==> src/rtl/fetch_btb_stage_pkg.sv <==
// Shared constants and types for the fetch stage and its branch target buffer.
// Holds the bubble instruction, 2-bit counter encodings and the default reset PC.
// Also provides the saturating counter step used by the BTB.
package fetch_btb_stage_pkg;

    localparam logic [31:0] NOP_INSN     = 32'h0000_0013;
    localparam logic [31:0] RESET_PC_DEF = 32'h0000_0000;

    typedef enum logic [1:0] {
        SNT = 2'b00,
        WNT = 2'b01,
        WT  = 2'b10,
        ST  = 2'b11
    } ctr_e;

    // Saturating step of a 2-bit direction counter towards the resolved outcome.
    function automatic logic [1:0] ctr_next(input logic [1:0] c, input logic taken);
        logic [1:0] n;
        n = c;
        if (taken && (c != ST)) begin
            n = c + 2'b01;
        end else if (!taken && (c != SNT)) begin
            n = c - 2'b01;
        end
        return n;
    endfunction

endpackage

==> src/rtl/fetch_btb_stage_btb_table.sv <==
// Direct-mapped BTB: combinational lookup port, synchronous update port.
// Lookup is zero latency and reads pre-update contents when indices collide.
// No backpressure; an update is accepted every cycle it is presented.
module btb_table
    import fetch_btb_stage_pkg::*;
#(
    parameter int PC_W  = 32,
    parameter int IDX_W = 4
) (
    input  logic                      clk_i,
    input  logic                      reset_i,
    input  logic [IDX_W-1:0]          lk_idx_i,
    input  logic [PC_W-IDX_W-3:0]     lk_tag_i,
    output logic                      lk_pred_taken_o,
    output logic [PC_W-1:0]           lk_pred_target_o,
    input  logic                      upd_en_i,
    input  logic [IDX_W-1:0]          upd_idx_i,
    input  logic [PC_W-IDX_W-3:0]     upd_tag_i,
    input  logic                      upd_taken_i,
    input  logic [PC_W-1:0]           upd_target_i
);

    localparam int TAG_W = PC_W - IDX_W - 2;
    localparam int N     = 1 << IDX_W;

    logic [N-1:0]     valid_q;
    logic [1:0]       ctr_q [N];
    logic [TAG_W-1:0] tag_q [N];
    logic [PC_W-1:0]  tgt_q [N];

    logic             upd_hit;
    logic             upd_we;
    logic             valid_d;
    logic [1:0]       ctr_d;
    logic [TAG_W-1:0] tag_d;
    logic [PC_W-1:0]  tgt_d;

    assign lk_pred_taken_o  = valid_q[lk_idx_i] && (tag_q[lk_idx_i] == lk_tag_i) && ctr_q[lk_idx_i][1];
    assign lk_pred_target_o = tgt_q[lk_idx_i];

    assign upd_hit = valid_q[upd_idx_i] && (tag_q[upd_idx_i] == upd_tag_i);

    // New contents of the entry being trained: counter step on hit, allocate on taken miss.
    always_comb begin
        upd_we  = 1'b0;
        valid_d = valid_q[upd_idx_i];
        ctr_d   = ctr_q[upd_idx_i];
        tag_d   = tag_q[upd_idx_i];
        tgt_d   = tgt_q[upd_idx_i];
        if (upd_en_i) begin
            if (upd_hit) begin
                upd_we = 1'b1;
                ctr_d  = ctr_next(ctr_q[upd_idx_i], upd_taken_i);
                if (upd_taken_i) begin
                    tgt_d = upd_target_i;
                end
            end else if (upd_taken_i) begin
                upd_we  = 1'b1;
                valid_d = 1'b1;
                ctr_d   = WT;
                tag_d   = upd_tag_i;
                tgt_d   = upd_target_i;
            end
        end
    end

    // Table storage: clear on reset, otherwise write the single trained entry.
    always_ff @(posedge clk_i) begin
        if (reset_i) begin
            valid_q <= '0;
            for (int i = 0; i < N; i++) begin
                ctr_q[i] <= WNT;
                tag_q[i] <= '0;
                tgt_q[i] <= '0;
            end
        end else if (upd_we) begin
            valid_q[upd_idx_i] <= valid_d;
            ctr_q[upd_idx_i]   <= ctr_d;
            tag_q[upd_idx_i]   <= tag_d;
            tgt_q[upd_idx_i]   <= tgt_d;
        end
    end

endmodule

==> src/rtl/fetch_btb_stage.sv <==
// Instruction fetch stage: PC, BTB-predicted next PC, IF/ID register, redirect on mispredict.
// One cycle from pc to IF/ID; a redirect target is fetched the cycle after branch_taken.
// stall == 0 freezes pc and IF/ID, but a mispredict still redirects and inserts a bubble.
module fetch_btb_stage
    import fetch_btb_stage_pkg::*;
#(
    parameter int              PC_W      = 32,
    parameter int              BTB_IDX_W = 4,
    parameter logic [PC_W-1:0] RESET_PC  = PC_W'(RESET_PC_DEF)
) (
    input  logic            clk,
    input  logic            reset,
    output logic [PC_W-1:0] iaddr,
    input  logic [31:0]     imem_rdata,
    input  logic            stall,
    input  logic            ex_valid,
    input  logic            ex_is_branch,
    input  logic [PC_W-1:0] ex_pc,
    input  logic            ex_taken,
    input  logic [PC_W-1:0] ex_target,
    input  logic            ex_pred_taken,
    input  logic [PC_W-1:0] ex_pred_target,
    output logic [31:0]     idata,
    output logic [PC_W-1:0] id_pc,
    output logic            id_pred_taken,
    output logic [PC_W-1:0] id_pred_target,
    output logic            id_valid,
    output logic            branch_taken,
    output logic [15:0]     branch_cnt,
    output logic [15:0]     mispred_cnt
);

    logic [PC_W-1:0] pc_q, pc_d;
    logic [31:0]     idata_q, idata_d;
    logic [PC_W-1:0] id_pc_q, id_pc_d;
    logic            id_pred_taken_q, id_pred_taken_d;
    logic [PC_W-1:0] id_pred_target_q, id_pred_target_d;
    logic            id_valid_q, id_valid_d;
    logic [15:0]     branch_cnt_q, branch_cnt_d;
    logic [15:0]     mispred_cnt_q, mispred_cnt_d;

    logic            resolved;
    logic            mispredict;
    logic [PC_W-1:0] redirect_pc;
    logic            pred_taken;
    logic [PC_W-1:0] pred_target;

    assign resolved    = ex_valid && ex_is_branch;
    assign mispredict  = resolved && ((ex_taken != ex_pred_taken) ||
                                      (ex_taken && (ex_target != ex_pred_target)));
    assign redirect_pc = ex_taken ? ex_target : ex_pc + PC_W'(4);

    btb_table #(
        .PC_W  (PC_W),
        .IDX_W (BTB_IDX_W)
    ) u_btb (
        .clk_i            (clk),
        .reset_i          (reset),
        .lk_idx_i         (pc_q[BTB_IDX_W+1:2]),
        .lk_tag_i         (pc_q[PC_W-1:BTB_IDX_W+2]),
        .lk_pred_taken_o  (pred_taken),
        .lk_pred_target_o (pred_target),
        .upd_en_i         (resolved),
        .upd_idx_i        (ex_pc[BTB_IDX_W+1:2]),
        .upd_tag_i        (ex_pc[PC_W-1:BTB_IDX_W+2]),
        .upd_taken_i      (ex_taken),
        .upd_target_i     (ex_target)
    );

    // PC and IF/ID next state: redirect with bubble beats hold, hold beats advance.
    always_comb begin
        pc_d             = pc_q;
        idata_d          = idata_q;
        id_pc_d          = id_pc_q;
        id_pred_taken_d  = id_pred_taken_q;
        id_pred_target_d = id_pred_target_q;
        id_valid_d       = id_valid_q;
        if (mispredict) begin
            pc_d             = redirect_pc;
            idata_d          = NOP_INSN;
            id_pc_d          = '0;
            id_pred_taken_d  = 1'b0;
            id_pred_target_d = '0;
            id_valid_d       = 1'b0;
        end else if (stall) begin
            pc_d             = pred_taken ? pred_target : pc_q + PC_W'(4);
            idata_d          = imem_rdata;
            id_pc_d          = pc_q;
            id_pred_taken_d  = pred_taken;
            id_pred_target_d = pred_target;
            id_valid_d       = 1'b1;
        end
    end

    // Saturating statistics counters.
    always_comb begin
        branch_cnt_d  = branch_cnt_q;
        mispred_cnt_d = mispred_cnt_q;
        if (resolved && (branch_cnt_q != 16'hFFFF)) begin
            branch_cnt_d = branch_cnt_q + 16'd1;
        end
        if (mispredict && (mispred_cnt_q != 16'hFFFF)) begin
            mispred_cnt_d = mispred_cnt_q + 16'd1;
        end
    end

    // State registers with synchronous reset taking priority over everything.
    always_ff @(posedge clk) begin
        if (reset) begin
            pc_q             <= RESET_PC;
            idata_q          <= NOP_INSN;
            id_pc_q          <= '0;
            id_pred_taken_q  <= 1'b0;
            id_pred_target_q <= '0;
            id_valid_q       <= 1'b0;
            branch_cnt_q     <= '0;
            mispred_cnt_q    <= '0;
        end else begin
            pc_q             <= pc_d;
            idata_q          <= idata_d;
            id_pc_q          <= id_pc_d;
            id_pred_taken_q  <= id_pred_taken_d;
            id_pred_target_q <= id_pred_target_d;
            id_valid_q       <= id_valid_d;
            branch_cnt_q     <= branch_cnt_d;
            mispred_cnt_q    <= mispred_cnt_d;
        end
    end

    assign iaddr          = pc_q;
    assign idata          = idata_q;
    assign id_pc          = id_pc_q;
    assign id_pred_taken  = id_pred_taken_q;
    assign id_pred_target = id_pred_target_q;
    assign id_valid       = id_valid_q;
    assign branch_taken   = mispredict;
    assign branch_cnt     = branch_cnt_q;
    assign mispred_cnt    = mispred_cnt_q;

endmodule
==> config.mk <==
export PLATFORM = sky130hd
export DESIGN_NAME = fetch_btb_stage
export DESIGN_NICKNAME = d
export VERILOG_FILES = /design/src/rtl/fetch_btb_stage_pkg.sv /design/src/rtl/fetch_btb_stage_btb_table.sv /design/src/rtl/fetch_btb_stage.sv
export SDC_FILE = /design/constraint.sdc
export NUM_CORES = 2
export LEC_CHECK = 0
export ABC_AREA = 1
export CAP_MARGIN = 20
export CORE_MARGIN = 1.5
export CORE_UTILIZATION = 30
export CTS_CLUSTER_DIAMETER = 30
export DETAILED_ROUTE_END_ITERATION = 12
export GPL_TIMING_DRIVEN = 0
export PLACE_DENSITY_LB_ADDON = 0.15
export REMOVE_ABC_BUFFERS = 1
export SYNTH_ARGS = -nofsm -noshare
export SYNTH_HDL_FRONTEND = slang
export SYNTH_SLANG_ARGS = --single-unit
==> constraint.sdc <==
create_clock -name clk -period 3.5 [get_ports clk]
set_input_delay 0.7 -clock clk [delete_from_list [all_inputs] [get_ports clk]]
set_output_delay 0.7 -clock clk [all_outputs]
set_load 0.01 [all_outputs]
# Word-level counts from Yosys, hierarchy flattened
# Memory sizes are Yosys's and may differ from the RTL's. A register that Yosys moved wholly into a read port is not among the register bits.
# Cells that the tools add are included.
[word_totals]
ff_bits = 178
ram_bits = 960
input_bits = 135
word_cells = 97
memories = 3
[memory_table]
columns = ["memory", "depth", "word_bits", "rd", "rd_clocked_by_memory_dff", "wr", "line_no", "text"]
rows = [
  ["u_btb.tgt_q", 16, 32, 1, 1, 16, "fetch_btb_stage_btb_table.sv:29", "logic [PC_W-1:0] tgt_q [N];"],
  ["u_btb.tag_q", 16, 26, 2, 1, 16, "fetch_btb_stage_btb_table.sv:28", "logic [TAG_W-1:0] tag_q [N];"],
  ["u_btb.ctr_q", 16, 2, 2, 1, 16, "fetch_btb_stage_btb_table.sv:27", "logic [1:0] ctr_q [N];"],
]
[classes]
add_sub_neg = 6
n_lt_le_gt_ge = 3
eq_ne = 9
muxes = 47
reduce_logical = 20
[ops]
columns = ["cell", "n"]
rows = [
  ["$mux W32", 7],
  ["$mux W26", 4],
  ["$add A32 B3 Y32 const B", 2],
  ["$eq A26 B26 Y1", 2],
  ["$mux W4", 9],
  ["$add A16 B1 Y16 const B", 2],
  ["$ne A16 B16 Y1 const B", 2],
  ["$ne A32 B32 Y1", 1],
  ["$reduce_or A32 Y1", 1],
  ["$reduce_or A26 Y1", 1],
  ["$mux W1", 17],
  ["$bwmux W16", 1],
  ["$mux W2", 6],
  ["$logic_and A1 B1 Y1", 11],
  ["$lt A4 B5 Y1 const B", 2],
  ["$bmux W1 S4", 2],
  ["$demux W1 S4", 1],
  ["$ge A4 B1 Y1 const B", 1],
  ["$ne A2 B2 Y1 const B", 2],
  ["$reduce_bool A2 Y1", 2],
  ["$reduce_or A2 Y1", 2],
  ["$reduce_and A3 Y1", 1],
  ["$add A2 B1 Y2 const B", 1],
  ["$sub A2 B1 Y2 const B", 1],
  ["4 further kinds", 4],
]

# Longest topological paths before layout
[depth]
depth_word = 11
ltp_mapped = 23
depth_no_buf = 20

# Modules after synthesis
# From an unflattened synthesis, not the netlist that was laid out.
[unflattened]
cells_unflattened = 6982
hier_area_um2 = 58115.7
[by_module_without_submodules]
columns = ["mod", "instances", "cells_each", "area_each_um2", "seq_area_each_um2"]
rows = [
  ["btb_table", 1, 5458, 48709.2, 29148.0],
  ["fetch_btb_stage", 1, 1524, 9406.5, 3243.1],
]

# Least setup slack after synthesis
# No wires, ideal clock.
[synth_path]
kind = "in2reg"
start = "input port ex_pc[2]"
end = "memory u_btb.ctr_q[15][0], enable pin"
setup_time_ns = 0.385
t_arrival_ns = 3.340
required_ns = 3.115
slack_ns = -0.225
cell_stages = 19
n_path_buf = 5
path_cell_list = "buf_6 -> buf_6 -> buf_2 -> o211ai_1 -> nand2_1 -> nand2_1 -> nand2_1 -> nor2_1 -> xor2_1 -> nand2_1 -> nor2_1 -> nand2_1 -> nor2_1 -> nand3_1 -> nand2_2 -> buf_6 -> buf_4 -> nand2_1 -> nand2_1"
[synth_lines]
columns = ["item", "line_no", "text"]
rows = [
  ["start: declaration", "fetch_btb_stage.sv:18", "input logic [PC_W-1:0] ex_pc,"],
  ["end: declaration", "fetch_btb_stage_btb_table.sv:27", ""],
]

==> flow_metrics.py <==
metrics = {
    "run_status": {
        "status": "finished, violations left",
        "violations": "negative setup slack",
    },
    "worst_setup_path": {
        "cp_data_required_time_ps": 4070,
        "start_kind": "input pin",
        "ff2ff_setup_slack_ps": 80,
        "end_kind": "register",
        "critical_path.startpoint": "ex_pc[5]",
        "rr_worst_depth": 13,
        "critPathArrivalTime_ps": 4250,
        "crit_fanout": 22,
        "worst_r2r_endpoint": "iaddr[10]",
        "crit_end": "u_btb.tgt_q[9][17]",
        "path_class": "input pin to register",
    },
    "global_routing": {
        "busiest_layer": "met2",
        "grt_usage_pct": 27.0,
        "use_met2_pct": 43.0,
        "grt-ovfl-total": 0,
        "use_met1_pct": 33.1,
        "grt_pass1_vias": 51600,
        "antenna_found_initial": 15,
        "grt_use_met3_pct": 5.23,
        "grt_first_pass_wirelength_um": 381000,
        "grt_max_degree": 85,
    },
    "synthesis": {
        "syn-cell-area_um2": 58800,
        "syn_area_per_cell_um2": 8.48,
        "synth_ff_type": "edfxtp_1",
        "synth.top_cell.area_share_pct": 49.0,
        "yosysTopAreaCell": "edfxtp_1",
        "synth_area_leaders": "edfxtp_1, nor2_1, nand2_1",
        "synth_async_sr_flop_share_pct": 0,
        "ys_ff_latch": 1142,
        "yosysSeqAreaShare_pct": 55.2,
        "yosysUniqueCellTypes": 44,
        "synth_edf_count": 960,
        "postSynthCellCount": 6932,
        "ys_warn_count": 0,
    },
    "floorplanning": {
        "dieArea_um2": 199000,
        "die_w_um": 446,
        "die_h_um": 446,
        "initial_core_util_pct": 30.2,
        "placementRows": 162,
        "core-area_um2": 195000,
        "ioPinCount": 298,
    },
    "hold_path": {
        "hold_path.class": "input pin to register",
    },
    "sta": {
        "setup_tns_ps": -4370,
        "clock_skew_ps": 77.7,
        "fmax_mhz": 271,
        "finalCritPeriodShare_pct": 105,
        "drv_slew": 0,
        "hold_violations": 0,
        "hold_ws_ps": 198,
        "relSlewSlack_pct": 24.8,
        "fin_ws_ps": -184,
        "period_needed_ps": 3680,
        "worst_pin_slew_ps": 1120,
        "setup_violations": 47,
    },
    "power_and_ir_drop": {
        "vdd_drop_max_uv": 447,
        "p_per_area_nw_per_um2": 645,
        "p_leak_nw": 31.1,
    },
    "route": {
        "firstDrtPassIters": 6,
        "routed_wl_um": 287000,
        "drc_errors": 0,
        "drt-initial-drc-count": 6656,
        "wl_per_cell_um": 28.1,
        "route.vias.total": 55300,
        "drt.antenna.violating_nets": 0,
        "via_per_inst": 5.41,
    },
    "run": {
        "maxCapViolCount": 0,
    },
    "clock_tree": {
        "cts_made_buffers": 342,
        "cts_sinks": 1142,
        "clock_latency_ps": 930,
        "cts_max_level": 5,
        "root_buffer": "clkbuf_16",
        "cts_tree": "yes",
        "cts_buffer_depth": 4,
        "clkTransAtPathRegs_ps": 40,
    },
    "place": {
        "numPortBuffers": 297,
        "gp_congestion": 0.954,
        "dpl.cell_count": 9426,
        "dpl.hpwl_um": 158000,
    },
    "final_layout": {
        "n_fill_cell": 18900,
        "final_nets": 7473,
        "syn_to_final_growth_pct": 36.1,
        "final_cells": 10200,
        "drive_gt1_share_pct": 13.4,
    },
}
## registers in the layout (all words and copies together) (netlist names), named ones only
name and count:
u_btb.tgt_q 512, u_btb.valid_q 16, branch_cnt 16, id_pred_target 32, id_pc 32, u_btb.ctr_q 32, id_valid 1, mispred_cnt 16
u_btb.tag_q 416, iaddr 32, id_pred_taken 1, idata 32
## synth_stat cells, drive strengths merged, types with 93 or more instances
library cell  instances
nand2              1263
a21oi               212
dfxtp               182
o211ai              211
buf                 185
clkbuf              337
inv                 526
edfxtp              960
o221ai               93
nand3               467
nor2               1577
o21ai               566
## cell families after synthesis
family	Yosys count	synth area share, %
AO/OA/AOI/OAI	1210	12.4
XOR/XNOR	61	0.909
adder cells (fa/ha/maj)	9	0.192
buffers and inverters	1074	7.61
flip-flops	1142	55.2
AND/OR/NAND/NOR	3436	23.6
## where the power goes
| group | internal [mW] | switching (mW) |
|---|---|---|
| combinational | 1.83 | 4.19 |
| clock | 21.2 | 8.70 |
| sequential | 15.4 | 0.324 |
| total | 38.4 | 13.2 |
## how the worst min path moves through the flow
stage / from / end / slack, ps / cells past startpoint
3_5_place_dp: idata[13] / idata[13] / 450 / 2
3_3_place_gp: idata[20] / idata[20] / 450 / 2
2_1_floorplan: u_btb.valid_q[0] / u_btb.valid_q[0] / 430 / 2
6_report: reset / mispred_cnt[15] / 200 / 2
5_1_grt: reset / branch_cnt[12] / 200 / 2
4_1_cts: reset / branch_cnt[12] / 170 / 2
## area by class of cell
type | instances | area [µm²] | area share [%]
well taps | 2624 | 3280 | 4.10
inverters | 552 | 2280 | 2.85
multi-input cells | 4733 | 23100 | 28.8
clock inverters | 175 | 1850 | 2.31
repair inverters | 6 | 51.3 | 0.0641
flip-flops and latches | 1142 | 32500 | 40.6
repair buffers | 552 | 7740 | 9.67
clock buffers | 429 | 9260 | 11.6
diodes | 7 | 17.5 | 0.0219
## critical path: stages
cell and delay (ps):
clkdlybuf4s15_2 480, inv_2 120, nor2_4 190, buf_12 230, inv_2 110, nor2_1 800, nand2_2 680, nand2_2 560
buf_12 280
## metrics by stage
stage          cell area (µm²)  utilization (%)  setup WS, ps  total power, mW
2_1_floorplan            56400                -        -17460             18.6
3_3_place_gp             62600             32.2        -47850             21.4
3_5_place_dp             65000             33.4         -4090             21.1
4_1_cts                  78500             40.3         -2.67             51.4
5_1_grt                  80000             41.1         -52.4             52.9
6_report                 80000             41.1          -184             51.6
## layout by cell type (no fill, tap or decap), types with 21 or more instances in the layout
master	count
nor2_1	1550
nand2_1	1205
edfxtp_1	960
inv_1	511
o21ai_0	505
nand3_1	420
clkbuf_16	361
clkdlybuf4s50_1	273
o211ai_1	211
a21oi_1	210
dfxtp_1	177
buf_12	98
o221ai_1	93
buf_4	73
clkinv_2	68
clkinv_1	65
a211oi_1	62
clkbuf_1	59
xor2_1	52
o22ai_1	46
buf_16	45
nor3_1	39
bufinv_16	39
or2_2	37
nand2_2	34
o21ai_1	34
nand3_4	31
nand4_1	28
nand3_2	28
bufbuf_16	21
## layer usage
layer  wire [µm]  part of all wire [%]
met5          55                 0.019
met4       22100                   7.7
met3       28100                   9.8
met1      108000                    37
met2      129000                    45
## timing repair
| action | 4_1_cts | 5_1_grt |
|---|---|---|
| hold buffers | 0 | 0 |
| buffers inserted | 65 | 54 |
| setup endpoints to repair | 1586 | 1062 |
| gates resized for setup | 173 | 85 |
| pin swaps | 29 | 11 |
| cloned | 40 | 23 |
Note: power is estimated with default switching activity, not from simulation.
